File: src/rtl/mux_n_pipe.sv
// mux_n_pipe: N-input WIDTH-bit selector with registered valid/ready output
// and a one-entry skid register behind the output register.
`timescale 1ns/1ps
module mux_n_pipe #(
  parameter int WIDTH = 8,
  parameter int N     = 4,
  parameter int SW    = 2
) (
  input  logic               clk,
  input  logic               rst_n,
  input  logic [N*WIDTH-1:0] e,
  input  logic [SW-1:0]      s,
  input  logic               in_valid,
  output logic               in_ready,
  output logic [WIDTH-1:0]   out,
  output logic               out_valid,
  input  logic               out_ready,
  output logic               sel_err,
  input  logic               err_clr
);

  typedef enum logic [1:0] {
    EMPTY,
    ONE,
    TWO
  } state_t;

  state_t state, state_nx;

  logic [WIDTH-1:0] main_q;
  logic [WIDTH-1:0] skid_q;
  logic [WIDTH-1:0] v;
  logic             acc;
  logic             drn;
  logic             oob;
  logic             ld_main;
  logic             ld_skid;
  logic             from_skid;

  // ready depends only on the state register, never on out_ready
  assign in_ready  = (state != TWO);
  assign out_valid = (state != EMPTY);
  assign out       = main_q;
  assign acc       = in_valid & in_ready;
  assign drn       = out_valid & out_ready;
  assign oob       = (32'(s) >= N);

  // select e[s]; an out-of-range select yields zero
  always_comb begin
    v = '0;
    for (int i = 0; i < N; i++) begin
      if (s == SW'(i)) v = e[i*WIDTH +: WIDTH];
    end
  end

  // occupancy transitions and register load controls
  always_comb begin
    state_nx  = state;
    ld_main   = 1'b0;
    ld_skid   = 1'b0;
    from_skid = 1'b0;
    unique case (state)
      EMPTY: begin
        if (acc) begin
          state_nx = ONE;
          ld_main  = 1'b1;
        end
      end
      ONE: begin
        if (acc && drn) begin
          ld_main = 1'b1;
        end else if (acc) begin
          state_nx = TWO;
          ld_skid  = 1'b1;
        end else if (drn) begin
          state_nx = EMPTY;
        end
      end
      TWO: begin
        if (drn) begin
          state_nx  = ONE;
          ld_main   = 1'b1;
          from_skid = 1'b1;
        end
      end
      default: state_nx = EMPTY;
    endcase
  end

  // state and data registers
  always_ff @(posedge clk or negedge rst_n) begin
    if (!rst_n) begin
      state  <= EMPTY;
      main_q <= '0;
      skid_q <= '0;
    end else begin
      state <= state_nx;
      if (ld_main) main_q <= from_skid ? skid_q : v;
      if (ld_skid) skid_q <= v;
    end
  end

  // sticky select error; a new error wins over a clear
  always_ff @(posedge clk or negedge rst_n) begin
    if (!rst_n) begin
      sel_err <= 1'b0;
    end else if (acc && oob) begin
      sel_err <= 1'b1;
    end else if (err_clr) begin
      sel_err <= 1'b0;
    end
  end

endmodule

File: config.mk
export PLATFORM = sky130hd
export DESIGN_NAME = mux_n_pipe
export DESIGN_NICKNAME = d
export VERILOG_FILES = /design/src/rtl/mux_n_pipe.sv
export SDC_FILE = /design/constraint.sdc
export NUM_CORES = 1
export LEC_CHECK = 0
export BUFFER_PORTS_ARGS = -buffer_cell sky130_fd_sc_hd__buf_2
export CAP_MARGIN = 20
export CELL_PAD_IN_SITES_DETAIL_PLACEMENT = 0
export CELL_PAD_IN_SITES_GLOBAL_PLACEMENT = 1
export CORE_ASPECT_RATIO = 0.6
export CORE_MARGIN = 5
export CORE_UTILIZATION = 33
export DETAILED_ROUTE_END_ITERATION = 8
export GPL_ROUTABILITY_DRIVEN = 0
export GPL_TIMING_DRIVEN = 0
export MAX_ROUTING_LAYER = met4
export PLACE_DENSITY_LB_ADDON = 0.1
export SKIP_LAST_GASP = 1
export SLEW_MARGIN = 10
export SYNTH_ARGS = -nofsm -noshare
export SYNTH_HDL_FRONTEND = slang
export SYNTH_SLANG_ARGS = --single-unit
export TNS_END_PERCENT = 50
File: constraint.sdc
create_clock -name clk -period 2 [get_ports clk]
set_input_delay 0.4 -clock clk [delete_from_list [all_inputs] [get_ports clk]]
set_output_delay 0.4 -clock clk [all_outputs]
set_load 0.1 [all_outputs]
# After elaboration in Yosys (flattened, before gate mapping)
# Cells that the tools add are included.
[totals]
reg_bits = 18
in_bits = 39
output_inout_bits = 11
elab_cells = 38
[op_classes]
n_eq_ne = 10
n_mux = 18
bitwise = 2
n_reduce_logical = 5
[op_table]
columns = ["operator", "n"]
rows = [
  ["8-bit 2-to-1 mux", 5],
  ["2-bit 2-to-1 mux", 5],
  ["2-bit inequality test (second input constant)", 4],
  ["2-bit == test (second input constant)", 3],
  ["1-bit 2-to-1 mux", 6],
  ["2-bit case mux with 3 select lines", 1],
  ["2-bit by 1-bit == test with 1-bit output (second input constant)", 2],
  ["2-bit zero test", 2],
  ["4-bit AND reduction", 1],
  ["3-bit inequality test (second input constant)", 1],
  ["1-bit case mux with 3 select lines", 1],
  ["1-bit bitwise AND", 2],
  ["2-bit nonzero test", 1],
  ["1-bit logical AND", 1],
]

# Logic depth before layout (Yosys ltp)
[depth]
depth_word = 6
mapped_depth = 4
mapped_depth_nobuf = 3

# Least setup slack after synthesis
# Ideal clock, no wire load.
[synth_timing]
path_type = "register to output"
start = "reg state[1]"
end = "out in_ready"
arrival_ps = 1285
path_slack_ps = 315
stages_incl_launch_ff = 4
cell_sequence = "dfrtp_1 > nor2b_1 > clkbuf_1 > inv_1"
[synth_between]
elab_chain_cells = 1
[synth_rtl]
columns = ["element", "line_no", "rtl"]
rows = [
  ["from (decl)", "28", "state_t state, state_nx;"],
  ["from (signal assigned)", "97", "state <= state_nx;"],
  ["2-bit inequality test", "41", "assign in_ready = (state != TWO);"],
  ["to (decl)", "14", "output logic in_ready,"],
]
# No other way between the ends.

# Worst setup path in the final report
# Same ends and word-level chain as after synthesis.

==> key figures <==
Outcome
  – Status: complete, no violations

Pwr
  – Pwr dens: 1210 nW/µm²
  – Max VDD drop: 0.397 mV
  – Leakage: around 0.00064 µW

Layout
  – Fin nets: 161
  – Fin util: 45.8%
  – Diodes inserted: 0
  – Fraction of layout cells with a size suffix above 1: 57.9%
  – Synth-to-layout area growth: 34.3%

Synth
  – Cells after Synth: 72
  – Count of unique library cells instantiated by Yosys: 22
  – Register bit total from synthesis: 18
  – Post-Syn Nets: 111
  – Syn_area_per_cell: 13.5 µm²
  – Asr flop ratio synth: 100%
  – Number of synthesized flops with an enable pin: 0
  – Synth Cell Area: just under 1000 µm²
  – Synthesis Warnings: 0
  – Register area share after synthesis: a little under half
  – Top_reg_cell synth: dfrtp_1

CTS
  – Bufs on Longest Clock Path: 2
  – Root buffer cell: clkbuf_8
  – Count of clock tree sinks: 18
  – Post-CTS Repair Setup Buffers: 0
  – CTS buffer count: 3
  – H-tree Lvls: 1
  – CTS tree: yes
  – Clock Pin Slew Worst Setup and Hold Paths: 0.07 ns
  – Clock Latency Late Sink: 0.25 ns

STA
  – Fmax: 523 MHz
  – Setup violators final: 0
  – Rel. slew slack: 50.3%
  – Fin Setup TNS: 0 ns
  – Fin crit share: 95.5%
  – Least-Margin Pin Slew: 0.745 ns
  – Final Hold Viols: 0
  – Worst Skew: 0.00195 ns
  – Fin Hold WS: 0.0684 ns
  – Max-slew violations: 0
  – RSZ-0062 raised after global routing: no
  – Min Tclk post-route: 1.91 ns
  – Final worst slack: 0.0897 ns

Worst setup path
  – Worst path required time: 1.60 ns
  – Crit-path leading delay family: buffers and inverters
  – Slowest cell on crit path: buf_2
  – FF-to-FF setup slack: 0.45 ns
  – CP startpoint kind: register
  – Worst Path Arrival: 1.51 ns
  – CP Buf/Inv Count: 3
  – Cell chain of the critical path: nor2b_1, clkbuf_2, inv_1, buf_2
  – Kind of critical path: register to output port
  – Critical Path Fanout Max: 10
  – Critical Path Max Stage Delay: 0.42 ns
  – Crit. End Element: output port

Place
  – Place WS: between 0.3 and 0.4 ns
  – Port Buffers: 45

Die
  – Die width: 80.1 µm
  – Row Count: 15
  – Die span in y: 52.1 µm
  – Starting Density: ~34%
  – Die area: 4170 µm²
  – Core area: about 2900 µm²
  – I/O pins: 50

Drt
  – Routed wire length: 2.41 mm
  – Antenna Violating Nets Remaining: 0
  – 1st-iter DRT viols: 7
  – DR vias/cell: around 4.8
  – Residual DRC: 0
  – Vias: just under 800
  – Drt pass-1 iters: 3
  – Routed wire per std cell: approximately 15 µm

Flow run
  – Max-cap violations: 0

Hold path
  – Hold Path Class: input port to async pin

GRT
  – Vias in the first global route: slightly above 800
  – GRT overflow: 0
  – Largest net degree at the start of global routing: 19
  – Gr usage total: 12.9%
  – Initial antenna violation count: 0
  – First-pass GRT wire length: 3.86 mm
==> state kept, by name (all words and copies together), names as in the netlist <==
| name | flops |
|---|---|
| state | 2 |
| out | 8 |
| skid_q | 8 |
==> metal layers <==
metal | part of all wire, % | wire, µm | global-route usage [%] | up-vias
met4 | 0 | 0 | 1.69 | 0
met2 | 51 | 1220 | 21.8 | 19
met3 | 4.5 | 108 | 4.15 | 0
li1 | - | - | - | 380
met1 | 45 | 1090 | 15.7 | 389
met5 | 0 | 0 | - | -
==> repair_timing <==
item	4_1_cts	5_1_grt
resized for setup	0	2
hold buffers	0	0
setup endpoints to repair	0	1
==> synth_stat cells, drive strengths merged (2+ instances only) <==
cell type / count / area share, %
dfrtp: 18 / 46
and3: 8 / 5.1
clkbuf: 3 / 1.2
nor2b: 3 / 1.9
mux4: 8 / 19
a221o: 8 / 8.2
mux2: 8 / 9.3
buf: 4 / 2.8
a21oi: 2 / 1.0
==> worst paths after layout <==
path                       depth (start not counted)        end       from
max                                                4   in_ready   state[1]
min                                                1     out[5]      rst_n
max reg2reg                                        4  skid_q[0]   state[1]
min reg2reg                                        1  skid_q[7]  skid_q[7]
max in group asynchronous                          1   state[0]      rst_n
min in group clk                                   3   state[0]   in_valid
==> area by class of cell <==
class	count	area (µm²)
well taps	42	52.6
fillers	291	1550
repair buffers	45	225
multi-input cells	46	480
inverters	1	3.75
flip-flops and latches	18	450
plain buffers	7	40.0
clock buffers	4	55.1
==> cell families (layout without fill, tap and decap cells) <==
family | after synthesis | count (layout) | synth area share, %
flip-flops | 18 | 18 | 46.3
multiplexers | 16 | 16 | 27.8
AND/OR/NAND/NOR | 16 | 16 | 9.77
AO/OA/AOI/OAI | 13 | 13 | 11.4
buffers and inverters | 8 | 57 | 4.37
other | 1 | 1 | 0.385
==> layout by cell type (no fill, tap or decap) <==
master,count
a21oi_1,2
and2_1,1
clkbuf_1,2
a221o_1,8
clkbuf_8,4
mux2_2,8
clkbuf_2,1
nand2b_1,1
inv_1,1
dfrtp_1,18
nor2b_1,3
nor2_1,1
mux4_2,8
conb_1,1
buf_2,46
o22ai_1,1
o21a_1,1
or2_2,1
a22oi_1,1
buf_1,1
nand2_1,1
buf_6,1
and3_1,8
buf_4,1
==> through the flow <==
step	area [µm²]	total power, µW	cells
after floorplan	973	1160	72
after global placement	1250	1300	159
after detailed placement	1250	1310	159
after CTS	1310	1610	163
after global routing	1310	1670	163
final	1310	1590	163
==> report_power, final <==
part,switching [µW],total [µW],internal (µW)
Clock,119,294,175
Sequential,62.9,552,489
Combinational,538,742,204
Note: power is estimated with default switching activity, not from simulation.
